<file path="src/rtl/dadda_pkg.sv">
// Shared definitions for the DADDA multiplier datapath: default sizes,
// accumulator width helper and the product type.
package dadda_pkg;

    localparam int unsigned BIT_DEF = 8;
    localparam int unsigned LEN_DEF = 4;

    typedef logic [2*BIT_DEF-2:0] prod_t;

    function automatic int unsigned acc_w(input int unsigned bit_w, input int unsigned len);
        return 2*bit_w - 1 + $clog2(len);
    endfunction

endpackage

</file>
<file path="src/rtl/dadda_dot_acc.sv">
// Dot-product accumulator: sums up to LEN unsigned products per group and
// presents each group sum on a registered valid/ready result interface.
module dadda_dot_acc
    import dadda_pkg::*;
#(
    parameter int unsigned BIT   = BIT_DEF,
    parameter int unsigned LEN   = LEN_DEF,
    parameter int unsigned ACC_W = acc_w(BIT, LEN)
) (
    input  logic                     clock,
    input  logic                     reset,
    input  logic                     in_valid,
    output logic                     in_ready,
    input  logic [2*BIT-2:0]         in_prod,
    input  logic                     in_last,
    output logic                     out_valid,
    input  logic                     out_ready,
    output logic [ACC_W-1:0]         out_sum,
    output logic [$clog2(LEN):0]     out_count
);

    localparam int unsigned CW = $clog2(LEN);

    logic [CW-1:0]    cnt_q, cnt_d;
    logic [ACC_W-1:0] acc_q, acc_d;
    logic [ACC_W-1:0] sum_q, sum_d;
    logic [CW:0]      count_q, count_d;
    logic             valid_q, valid_d;

    logic             closing;
    logic             accept;
    logic             release_res;
    logic [ACC_W-1:0] total;

    assign closing     = (cnt_q == CW'(LEN - 1)) || in_last;
    // Only a closing beat needs the result register, so only it can stall.
    assign in_ready    = !(closing && valid_q && !out_ready);
    assign accept      = in_valid && in_ready;
    assign release_res = valid_q && out_ready;
    assign total       = ((cnt_q == '0) ? '0 : acc_q) + ACC_W'(in_prod);

    always_comb begin
        cnt_d   = cnt_q;
        acc_d   = acc_q;
        sum_d   = sum_q;
        count_d = count_q;
        valid_d = valid_q;
        if (release_res) begin
            valid_d = 1'b0;
        end
        if (accept) begin
            if (closing) begin
                sum_d   = total;
                count_d = (CW+1)'(cnt_q) + (CW+1)'(1);
                valid_d = 1'b1;
                cnt_d   = '0;
            end else begin
                acc_d = total;
                cnt_d = cnt_q + CW'(1);
            end
        end
    end

    always_ff @(posedge clock or posedge reset) begin
        if (reset) begin
            cnt_q   <= '0;
            acc_q   <= '0;
            sum_q   <= '0;
            count_q <= '0;
            valid_q <= 1'b0;
        end else begin
            cnt_q   <= cnt_d;
            acc_q   <= acc_d;
            sum_q   <= sum_d;
            count_q <= count_d;
            valid_q <= valid_d;
        end
    end

    assign out_valid = valid_q;
    assign out_sum   = sum_q;
    assign out_count = count_q;

endmodule

</file>
<file path="config.mk">
export PLATFORM = sky130hd
export DESIGN_NAME = dadda_dot_acc
export DESIGN_NICKNAME = d
export VERILOG_FILES = /design/src/rtl/dadda_pkg.sv /design/src/rtl/dadda_dot_acc.sv
export SDC_FILE = /design/constraint.sdc
export NUM_CORES = 1
export LEC_CHECK = 0
export CAP_MARGIN = 0
export CORE_MARGIN = 10
export CORE_UTILIZATION = 40
export CTS_CLUSTER_SIZE = 12
export DETAILED_ROUTE_END_ITERATION = 10
export DONT_BUFFER_PORTS = 1
export PLACE_DENSITY = 0.52
export SLEW_MARGIN = 20
export SYNTH_ARGS = -nofsm -noshare
export SYNTH_HDL_FRONTEND = slang
export SYNTH_SLANG_ARGS = --single-unit
</file>
<file path="constraint.sdc">
create_clock -name clock -period 9 [get_ports clock]
set_clock_uncertainty 0.2 [all_clocks]
set_input_delay 0 -clock clock [delete_from_list [all_inputs] [get_ports clock]]
set_output_delay 0 -clock clock [all_outputs]
set_load 0.005 [all_outputs]
</file>
# Yosys cells after proc, flatten, opt, wreduce, memory -nomap -nowiden
# Cells that the tools add are included.
[word_totals]
ff_bits = 40
inputBits = 20
output_inout_bits = 22
[op_classes]
addsub = 3
eq_ne = 1
muxes = 5
n_bitwise = 1
reduce_logical = 10
[ops]
columns = ["cell", "count"]
rows = [
  ["$add 17x15->17", 1],
  ["$mux 17", 1],
  ["$logic_and 1x1->1", 4],
  ["$reduce_and 2->1", 2],
  ["$add 2x1->3 const B", 1],
  ["$mux 1", 3],
  ["$add 2x1->2 const B", 1],
  ["$eq 2x2->1 const B", 1],
  ["$logic_not 1->1", 2],
  ["$logic_not 2->1", 1],
  ["$mux 2", 1],
  ["$logic_or 1x1->1", 1],
  ["$not 1->1", 1],
]

# Logic depth before layout (Yosys ltp)
[logic_depth]
depth_word = 7
depth_mapped = 13
ltp_nobuf = 11

# Worst setup path after synthesis
# OpenSTA, ideal clock, no wires.
[synth_path]
path_kind = "register -> register"
start = "register cnt_q[0]"
end = "register sum_q[16], in the netlist out_sum[16]"
setup_ns = 0.069
arrival_time_ns = 3.139
required_time_ns = 8.731
setup_slack_ns = 5.592
stages_incl_launch_ff = 14
n_path_buf = 2
synth_period_minus_slack_ns = 3.408
path_cell_list = "dfrtp_1 inv_1 ha_1 clkbuf_1 clkbuf_1 nor2b_1 ha_1 fa_1 a211oi_1 o21ai_2 a41oi_2 a21oi_2 or4_1 nand3_1"
[synth_between]
elab_chain_cells = 7
[synth_rtl]
columns = ["element", "line", "source"]
rows = [
  ["start: declaration", "dadda_dot_acc.sv:24", "logic [CW-1:0] cnt_q, cnt_d;"],
  ["start signal: assignment", "dadda_dot_acc.sv:72", "cnt_q <= cnt_d;"],
  ["branches (longest 7 deep; another with $add 17x15->17)", "--", ""],
  ["end signal: assignment", "dadda_dot_acc.sv:74", "sum_q <= sum_d;"],
  ["end: declaration", "dadda_dot_acc.sv:26", "logic [ACC_W-1:0] sum_q, sum_d;"],
]
# Several ways; the timed one is not identified.
# A chain may end at the register's enable or synchronous reset.

# Worst setup path in the final report
# Ends and elaborated chain as after synthesis.

==> run_results.csv <==
group,metric,value,unit
status,status,"complete, but fails checks",
status,violations,"hold timing",
logic_synthesis,synth_top_area_cell,"dfrtp_1",
logic_synthesis,syn_inst,264,
placement,placed_cells,329,
logic_synthesis,syn_nets,302,
logic_synthesis,ys_ff_latch,40,
power_and_ir_drop,fin_total_pwr,777,uW
global_route,grtUsageTotal,0.117,
sta,setup_viol,0,
sta,max-slew-margin-rel,0.340,
power_and_ir_drop,leakage,1.25,nW
critical_path,path_class,"reg2reg",
critical_path,cpMostUsedCell,"ha_1",
logic_synthesis,synth_top_area_share,0.408,
sta,tns,0,ns
sta,hold_viol_final,14,
detailed_routing,num_vias,1870,
clock_tree,clkLatencyLatePin,0.29,ns
sta,fmax,278,MHz
clock_tree,cts-buffers-inserted,5,
global_route,grt_start_max_net_pins,40,
critical_path,crit_path_end_kind,"flip-flop",
die,dieArea,9670,um2
power_and_ir_drop,power.density,282,nW/um2
die,die_w,98.3,um
logic_synthesis,synth_area_leaders,"dfrtp_1 41%, ha_1 8.7%, nand2_1 7.3%",
sta,slew_violations,0,
logic_synthesis,syn_area_per_cell,9.29,um2
logic_synthesis,synth_commonest_cells,"48 x nand2_1, 40 x dfrtp_1, 26 x o21ai_0, 17 x ha_1, 16 x nor2b_1",
detailed_routing,drtAntennaViolNets,0,
die,die_h,98.3,um
critical_path,slowest_delay,0.62,ns
placement,dpl-instance-area,2520,um2
sta,rsz0062_at_grt,"no",
critical_path,crit_required,9.03,ns
clock_tree,post_cts_buffers,0,
placement,dp_hpwl,4000,um
detailed_routing,routed_wl,5460,um
global_route,overflow,0,
logic_synthesis,syn_area,2450,um2
clock_tree,cts_max_level,2,
clock_tree,clockBufferDepth,2,
sta,final.min_clock_period,3.60,ns
global_route,antenna_found_initial,0,
sta,worstMarginPinSlew,0.988,ns
critical_path,cpMaxStageDelayCell,"ha_1",
global_route,grt_pass1_wl,9520,um
flow_run,maxCapViolations,0,
die,pin_count,42,
final_layout,final_area,2760,um2
die,initial_utilization,0.412,
final_layout,instances_no_fill,350,
global_route,grt_pass1_vias,1968,
detailed_routing,first_pass_iters,4,
logic_synthesis,ys.flop_type,"dfrtp_1",
detailed_routing,avgRoutedWirePerCell,15.6,um
logic_synthesis,synth_seq_area_share,0.408,
placement,gp_congestion,0.776,
final_layout,diodes,0,
sta,finalWorstSetupSlack,5.40,ns
logic_synthesis,synth.distinct_cells,50,
die,core_area,5960,um2
placement,place.port_buffers,0,
sta,finalCritPeriodShare,0.400,
clock_tree,clock_tree.root_cell,"clkbuf_8",
sta,fin_worst_hold_slack,-0.00843,ns
logic_synthesis,async_flop_share,1.00,
hold_path,hp-class,"in2async",
final_layout,syn2layout_area_growth,12.4,%
critical_path,worst-path-max-fanout,19,
clock_tree,clock_sinks,40,
detailed_routing,route.detailed.drc,0,
logic_synthesis,synth_most_common_cell,"nand2_1",
critical_path,cp-start-kind,"flip-flop",
critical_path,arrival,3.64,ns
clock_tree,cts_tree,"done",
detailed_routing,vias_per_cell,5.34,
clock_tree,clk_pin_slew,0.08,ns
final_layout,drive_gt1_frac,0.0909,
detailed_routing,drtIter0Drc,65,
placement,post-place-ws,5.38,ns
logic_synthesis,yosys_warnings,0,
die,rows,28,
logic_synthesis,synth_edf_count,0,
final_layout,final_net_count,312,
power_and_ir_drop,ir_drop,0.0000973,V
critical_path,path_cells,"inv_1 -> ha_1 -> nor2b_1 -> ha_1 -> fa_1 -> a211oi_1 -> o21ai_2 -> a41oi_2 -> a21oi_2 -> or4_1 -> nand3_1",
[kinds of logic after synthesis]
family / Yosys count / synth area share
flops: 40 / 0.408
xor+xnor: 11 / 0.0393
buf+inv: 20 / 0.0311
fa+ha+maj: 18 / 0.0948
mux: 3 / 0.0138
compound gates: 79 / 0.226
simple gates: 93 / 0.187
[timing repair]
item                                   in CTS  in global routing
gates resized for setup                     0                  0
hold buffers                               13                  0
endpoints found under the hold margin      61                  0
setup endpoints to repair                   0                  0
[state kept, by name, summed over array words and instances (netlist names)]
register	cells
cnt_q	2
out_sum	17
acc_q	17
out_count	3
out_valid	1
[critical path: cells and delay by family, from the launching register on]
| kind | cells | cell delay [ns] |
|---|---|---|
| buffers and inverters | 1 | 0.07 |
| AND/OR/NAND/NOR | 3 | 0.68 |
| AO/OA/AOI/OAI | 4 | 0.89 |
| flip-flops | 1 | 0.42 |
| adder cells (fa/ha/maj) | 3 | 1.28 |
[placed cells by master (no fill, tap or decap), drive strengths merged, types with 2 or more instances in the layout]
master        n
or4           2
inv           7
o311a         2
o21ai        29
o31ai         5
mux2          3
xor2          6
nand3         6
a21o          6
nand2        48
dfrtp        40
a21boi        2
ha           17
xnor2         5
nor2b        16
a211oi        2
o21a          2
o211ai        2
buf           2
clkinv        2
or3           3
nor3          3
o21bai        2
clkbuf        5
a21oi        16
nand2b        4
nor2          5
dlygate4sd3  13
[metrics by stage]
step                      hold WS, ns   util
after floorplan               -0.0303      -
after global placement         -0.235  0.422
after detailed placement       -0.236  0.422
after CTS                    0.000196  0.463
after global routing           0.0255  0.463
final                        -0.00843  0.463
[where the power goes]
part | leakage, nW | switching [mW] | internal [mW]
registers | 0.498 | 0.0481 | 0.256
logic | 0.701 | 0.184 | 0.140
clock network | 0.0541 | 0.0670 | 0.0821
[per-layer routing]
metal,up-vias,track usage,part of all wire
met1,889,0.140,0.46
met5,-,0,0
met3,5,0.0444,0.064
met4,0,0.0331,0.012
met2,29,0.190,0.46
li1,947,-,-
[area by class of cell]
| type | count | area, um2 |
|---|---|---|
| Clock inverter | 3 | 42.5 |
| Tap cell | 75 | 93.8 |
| Timing Repair Buffer | 15 | 145 |
| Inverter | 8 | 30.0 |
| Clock buffer | 5 | 68.8 |
| Multi-Input combinational cell | 204 | 1380 |
| Fill cell | 595 | 3200 |
| Sequential cell | 40 | 1000 |
[path summary, 6_finish.rpt]
path                             startpoint           end  slack (ns)  cells after the start
worst min register to register     acc_q[4]      acc_q[4]        0.28                      2
min in group clock              in_prod[13]   out_sum[13]        0.02                      3
max in group asynchronous             reset    out_sum[9]        7.92                      3
worst max register to register     cnt_q[0]   out_sum[16]        5.40                     11
worst max-delay path               cnt_q[0]   out_sum[16]        5.40                     11
worst min-delay path                  reset  out_count[0]      -0.008                      2
Power figures use the tool's default switching activity.
